===== src/rtl/opb_master_single.sv =====
// Single-beat OPB master: one valid/ready command becomes one OPB read or
// write, with arbitration, slave retry, error acknowledge and a watchdog,
// and comes back as a one-cycle response strobe.
module opb_master_single #(
  parameter int C_OPB_AWIDTH     = 32,
  parameter int C_OPB_DWIDTH     = 32,
  parameter int C_TIMEOUT_CYCLES = 16,
  parameter int C_MAX_RETRY      = 3
) (
  input  logic                        OPB_Clk,
  input  logic                        OPB_Rst,
  input  logic                        cmd_valid,
  output logic                        cmd_ready,
  input  logic                        cmd_rnw,
  input  logic [0:C_OPB_AWIDTH-1]     cmd_addr,
  input  logic [0:C_OPB_DWIDTH-1]     cmd_wdata,
  input  logic [0:C_OPB_DWIDTH/8-1]   cmd_be,
  output logic                        rsp_valid,
  output logic [0:C_OPB_DWIDTH-1]     rsp_rdata,
  output logic [1:0]                  rsp_status,
  output logic                        M_request,
  output logic                        M_busLock,
  output logic                        M_select,
  output logic                        M_RNW,
  output logic                        M_seqAddr,
  output logic [0:C_OPB_AWIDTH-1]     M_ABus,
  output logic [0:C_OPB_DWIDTH/8-1]   M_BE,
  output logic [0:C_OPB_DWIDTH-1]     M_DBus,
  input  logic                        OPB_MGrant,
  input  logic [0:C_OPB_DWIDTH-1]     OPB_DBus,
  input  logic                        OPB_xferAck,
  input  logic                        OPB_errAck,
  input  logic                        OPB_retry,
  input  logic                        OPB_toutSup
);

  typedef enum logic [2:0] {
    IDLE    = 3'd0,
    REQ     = 3'd1,
    XFER    = 3'd2,
    BACKOFF = 3'd3,
    RESP    = 3'd4
  } state_t;

  localparam logic [1:0] ST_OK   = 2'b00;
  localparam logic [1:0] ST_ERR  = 2'b01;
  localparam logic [1:0] ST_TOUT = 2'b10;
  localparam logic [1:0] ST_EXH  = 2'b11;

  // The watchdog aborts once it has run past the limit, so the XFER cycle in
  // which the count equals C_TIMEOUT_CYCLES still lets the slave answer.
  localparam logic [8:0] TO_LIMIT  = 9'(C_TIMEOUT_CYCLES + 1);
  localparam logic [3:0] RETRY_MAX = 4'(C_MAX_RETRY);

  state_t                      state_q, state_d;
  logic [1:0]                  status_d;
  logic [0:C_OPB_DWIDTH-1]     rdata_d;
  logic                        retry_inc;
  logic [3:0]                  retry_q;
  logic [8:0]                  wdog_q;
  logic                        rdy_q;

  // Captured command, held from acceptance until the response
  logic                        rnw_q;
  logic [0:C_OPB_AWIDTH-1]     addr_q;
  logic [0:C_OPB_DWIDTH-1]     wdata_q;
  logic [0:C_OPB_DWIDTH/8-1]   be_q;

  assign M_busLock = 1'b0;
  assign M_seqAddr = 1'b0;
  // rdy_q comes out of reset high; masking with reset keeps it low during reset
  // and high on the first cycle afterwards.
  assign cmd_ready = rdy_q & ~OPB_Rst;

  // Next-state and response resolution; slave responses resolved in priority order
  always_comb begin
    state_d   = state_q;
    status_d  = ST_OK;
    rdata_d   = '0;
    retry_inc = 1'b0;
    case (state_q)
      IDLE:    if (cmd_valid) state_d = REQ;
      REQ:     if (OPB_MGrant) state_d = XFER;
      XFER: begin
        if (OPB_errAck) begin
          status_d = ST_ERR;
          state_d  = RESP;
        end else if (OPB_xferAck) begin
          status_d = ST_OK;
          rdata_d  = rnw_q ? OPB_DBus : '0;
          state_d  = RESP;
        end else if (OPB_retry) begin
          if (retry_q == RETRY_MAX) begin
            status_d = ST_EXH;
            state_d  = RESP;
          end else begin
            retry_inc = 1'b1;
            state_d   = BACKOFF;
          end
        end else if (wdog_q == TO_LIMIT) begin
          status_d = ST_TOUT;
          state_d  = RESP;
        end
      end
      BACKOFF: state_d = REQ;
      RESP:    state_d = IDLE;
      default: state_d = IDLE;
    endcase
  end

  // State, command capture, counters and registered outputs decoded from next state
  always_ff @(posedge OPB_Clk) begin
    if (OPB_Rst) begin
      state_q    <= IDLE;
      rdy_q      <= 1'b1;
      retry_q    <= '0;
      wdog_q     <= '0;
      rnw_q      <= 1'b0;
      addr_q     <= '0;
      wdata_q    <= '0;
      be_q       <= '0;
      M_request  <= 1'b0;
      M_select   <= 1'b0;
      M_RNW      <= 1'b0;
      M_ABus     <= '0;
      M_BE       <= '0;
      M_DBus     <= '0;
      rsp_valid  <= 1'b0;
      rsp_status <= '0;
      rsp_rdata  <= '0;
    end else begin
      state_q <= state_d;
      if (state_q == IDLE && cmd_valid) begin
        rnw_q   <= cmd_rnw;
        addr_q  <= cmd_addr;
        wdata_q <= cmd_wdata;
        be_q    <= cmd_be;
        retry_q <= '0;
      end else if (retry_inc) begin
        retry_q <= retry_q + 4'd1;
      end
      // Cleared outside XFER, so every XFER entry starts from zero
      if (state_q != XFER)   wdog_q <= '0;
      else if (!OPB_toutSup) wdog_q <= wdog_q + 9'd1;

      rdy_q      <= (state_d == IDLE);
      M_request  <= (state_d == REQ);
      M_select   <= (state_d == XFER);
      // Bus fields are zero whenever select is low (OR-bus)
      M_RNW      <= (state_d == XFER) & rnw_q;
      M_ABus     <= (state_d == XFER) ? addr_q : '0;
      M_BE       <= (state_d == XFER) ? be_q : '0;
      M_DBus     <= (state_d == XFER && !rnw_q) ? wdata_q : '0;
      rsp_valid  <= (state_d == RESP);
      rsp_status <= (state_d == RESP) ? status_d : ST_OK;
      rsp_rdata  <= (state_d == RESP) ? rdata_d : '0;
    end
  end

endmodule


===== config.mk =====
export PLATFORM = sky130hd
export DESIGN_NAME = opb_master_single
export DESIGN_NICKNAME = d
export VERILOG_FILES = /design/src/rtl/opb_master_single.sv
export SDC_FILE = /design/constraint.sdc
export NUM_CORES = 1
export LEC_CHECK = 0
export BUFFER_PORTS_ARGS = -buffer_cell sky130_fd_sc_hd__buf_4
export CORE_MARGIN = 3
export CORE_UTILIZATION = 49
export CTS_BUF_LIST = sky130_fd_sc_hd__clkbuf_16
export CTS_CLUSTER_SIZE = 25
export DETAILED_ROUTE_END_ITERATION = 6
export GPL_ROUTABILITY_DRIVEN = 0
export GPL_TIMING_DRIVEN = 0
export PLACE_DENSITY_LB_ADDON = 0.05
export SYNTH_ARGS = -nofsm -noshare
export SYNTH_HDL_FRONTEND = slang
export SYNTH_SLANG_ARGS = --single-unit

===== constraint.sdc =====
create_clock -name OPB_Clk -period 2.2 [get_ports OPB_Clk]
set_input_delay 0.11 -clock OPB_Clk [delete_from_list [all_inputs] [get_ports OPB_Clk]]
set_output_delay 0.11 -clock OPB_Clk [all_outputs]
set_load 0.01 [all_outputs]

==> flow_metrics.env <==
export IMPL_status="complete, no violations"
export IMPL_grt_busiest_layer="met2"
export IMPL_synthesis_area_sq_mm=0.00629
export IMPL_power_leakage_uw=0.00421
export IMPL_cts_sinks=192
export IMPL_synth_commonest_cells="dfxtp_1, nand2_1, a21oi_1"
export IMPL_vdd_drop_max_v=0.000468
export IMPL_power_density_mw_per_mm2=749
export IMPL_antenna_cells=0
export IMPL_routedWlPerCell_microns=15.5
export IMPL_grt_max_degree=17
export IMPL_cts_max_level=4
export IMPL_hp_class="input port to flip-flop"
export IMPL_pwr_share_seq_pct=49.4
export IMPL_slew_headroom_pct=55.3
export IMPL_setup_violations=0
export IMPL_antenna_found_initial=0
export IMPL_dr_first_iter_drc_count=338
export IMPL_clockBufferDepth=2
export IMPL_pre_cts_slack_ns=-0.138
export IMPL_synth_area_top_cells="dfxtp_1, nand2_1, and2_1"
export IMPL_seq_area_frac_synth_pct=61.1
export IMPL_numCtsBuffers=17
export IMPL_die_area_sq_mm=0.0142
export IMPL_cts_tree="yes"
export IMPL_grt_pass1_vias=6021
export IMPL_port_buffers=215
export IMPL_skew_ns=0.00772
export IMPL_cp_arrival_ns=2.45
export IMPL_multi_input_area_sq_mm=0.00226
export IMPL_synth_top_flop_cell="dfxtp_1"
export IMPL_post_synth_top_count_cell="dfxtp_1"
export IMPL_fillers=777
export IMPL_wl_microns=18600
export IMPL_max_freq_mhz=479
export IMPL_die_h_microns=119
export IMPL_critPathKind="flip-flop to flip-flop"
export IMPL_grt_first_pass_wirelength_microns=29400
export IMPL_ys_seq_elements=192
export IMPL_synth_edf_count=0
export IMPL_endpoint_kind="flip-flop"
export IMPL_worstPathRequired_ns=2.56
export IMPL_nets=1130
export IMPL_clockRootBuffer="clkbuf_16"
export IMPL_p_int_uw=5690
export IMPL_dr_pass1_iters=5
export IMPL_grt_usage_pct=26.2
export IMPL_crit_fanout=10
export IMPL_swShare_pct=22.4
export IMPL_overflow=0
export IMPL_p_comb_share_pct=9.3
export IMPL_syn_area_per_cell_sq_um=9.30
export IMPL_drt_vias_per_instance=4.88
export IMPL_drive_gt1_share_pct=26.7
export IMPL_start_util_pct=51.3
export IMPL_p_sw_uw=1640
export IMPL_whs_ns=0.166
export IMPL_cp_start_kind="flip-flop"
export IMPL_clock_latency_ns=0.42
export IMPL_path_clk_slew_ns=0.07
export IMPL_fp_row_count=40
export IMPL_die_w_microns=119
export IMPL_dp_hpwl_microns=11500
export IMPL_period_share_pct=95.0
export IMPL_coreArea_sq_mm=0.0123
export IMPL_drt_antenna_violating_nets=0
export IMPL_synth_distinct_cells=45
export IMPL_ios=218
export IMPL_max_cap_viol_count=0
export IMPL_synth_cells=677
export IMPL_ff_latch_area_sq_mm=0.00384
export IMPL_synthArstFlopShare_pct=0
export IMPL_vias=5842
export IMPL_rsz0062_at_grt="no"
export IMPL_slew_viol_final=0
export IMPL_min_period_ns=2.09
export IMPL_synth_top_cell_by_area="dfxtp_1"
export IMPL_yosysWarnings=0
export IMPL_use_met1_pct=28.6
export IMPL_worstMarginPinSlew_ns=0.671
export IMPL_final_util_pct=79.8
export IMPL_synth_top_area_share_pct=61.1
export IMPL_finalHoldViolations=0
export IMPL_power_frac_clock_pct=41.4
export IMPL_drc=0
export IMPL_use_met2_pct=46.5
export IMPL_grt_use_met3_pct=7.22
export IMPL_fin_ws_ns=0.111
export IMPL_areaGrowthSynthToFinish_pct=55.5
[cells in the final DEF, fill, tap and decap left out, types with 3 or more instances in the layout]
master,netlist,layout
o21ai_0,3,3
xnor2_1,5,5
nor3_1,34,33
clkbuf_2,0,4
nor3_2,9,10
dfxtp_1,192,192
nor2_1,19,19
buf_2,4,3
dlygate4sd3_1,0,105
a21oi_1,72,72
buf_4,6,222
clkinv_2,0,3
ha_1,3,3
clkbuf_1,36,33
nand3_1,4,4
clkbuf_16,0,17
nand2_1,178,178
inv_1,2,5
clkinvlp_4,0,3
xor2_1,6,6
or2_2,3,3
and2_1,64,64
bufinv_16,0,3
nor2b_1,3,3
[layer usage]
metal	vias to the layer above	share of wire [%]
li1	2864	-
met1	2704	37
met2	220	52
met3	54	7.0
met4	0	3.6
met5	-	0
[area by class of cell]
type                            instances  area share [%]
Clock inverter                         14            1.55
Multi-Input combinational cell        436            23.0
Sequential cell                       192            39.3
Tap cell                              168            2.15
Buffer                                 48            2.28
Inverter                                2          0.0767
Clock buffer                           17            4.35
Timing Repair Buffer                  321            27.3
[sequential cells by signal, indices dropped and copies added, names as in the netlist]
register / cells
rnw_q: 1
be_q: 4
rdy_q: 1
M_ABus: 32
wdata_q: 32
rsp_status: 2
retry_q: 4
M_select: 1
M_BE: 4
addr_q: 32
M_request: 1
wdog_q: 9
rsp_valid: 1
M_RNW: 1
M_DBus: 32
state_q: 3
rsp_rdata: 32
[critical path, cell delays in order, from the launching register on]
cell	delay, ns
dfxtp_1	0.37
or3b_1	0.38
buf_2	0.17
o31ai_1	0.24
o211a_1	0.28
clkbuf_1	0.36
and2_1	0.23
[path summary, 6_finish.rpt]
| kind | start | to | slack, ns | cells past startpoint |
|---|---|---|---|---|
| worst max-delay path | state_q[2] | M_DBus[8] | 0.11 | 6 |
| worst min-delay path | OPB_retry | rsp_status[1] | 0.17 | 3 |
| worst min register to register | addr_q[14] | M_ABus[14] | 0.43 | 2 |
| worst max register to register | state_q[2] | M_DBus[8] | 0.11 | 6 |
[repair_timing]
| action | in CTS | in global routing |
|---|---|---|
| setup endpoints to repair | 30 | 52 |
| gates resized for setup | 3 | 9 |
| hold endpoints to repair | 105 | 0 |
| cloned | 0 | 0 |
| hold buffers | 105 | 0 |
| buffers inserted | 0 | 0 |
[cell families after synthesis]
kind of cell	count (synthesis)	share of synthesized area (%)
AND/OR/NAND/NOR	334	25.8
multiplexers	1	0.159
adder cells (fa/ha/maj)	3	0.596
AO/OA/AOI/OAI	85	7.26
XOR/XNOR	11	1.53
flip-flops	192	61.1
other	1	0.0596
buffers and inverters	50	3.54
[power groups by stage]
stage                     combinational [uW]  clock [uW]  sequential, uW
after global routing                     745        3210            3630
after detailed placement                 509           0            3690
final                                    679        3040            3620
after CTS                                668        3040            3620
after floorplan                          258           0            3690
after global placement                   495           0            3690
[through the flow]
stage	cell area [sq um]	power [uW]	setup TNS [ns]	instances
floorplan	6300	3940	0	678
detailed placement	8130	4200	-2.51	1062
global placement	8120	4180	-9.00	1061
global route	9790	7590	0	1198
CTS	9780	7320	0	1198
finish	9790	7330	0	1198
Power figures use the tool's default switching activity.
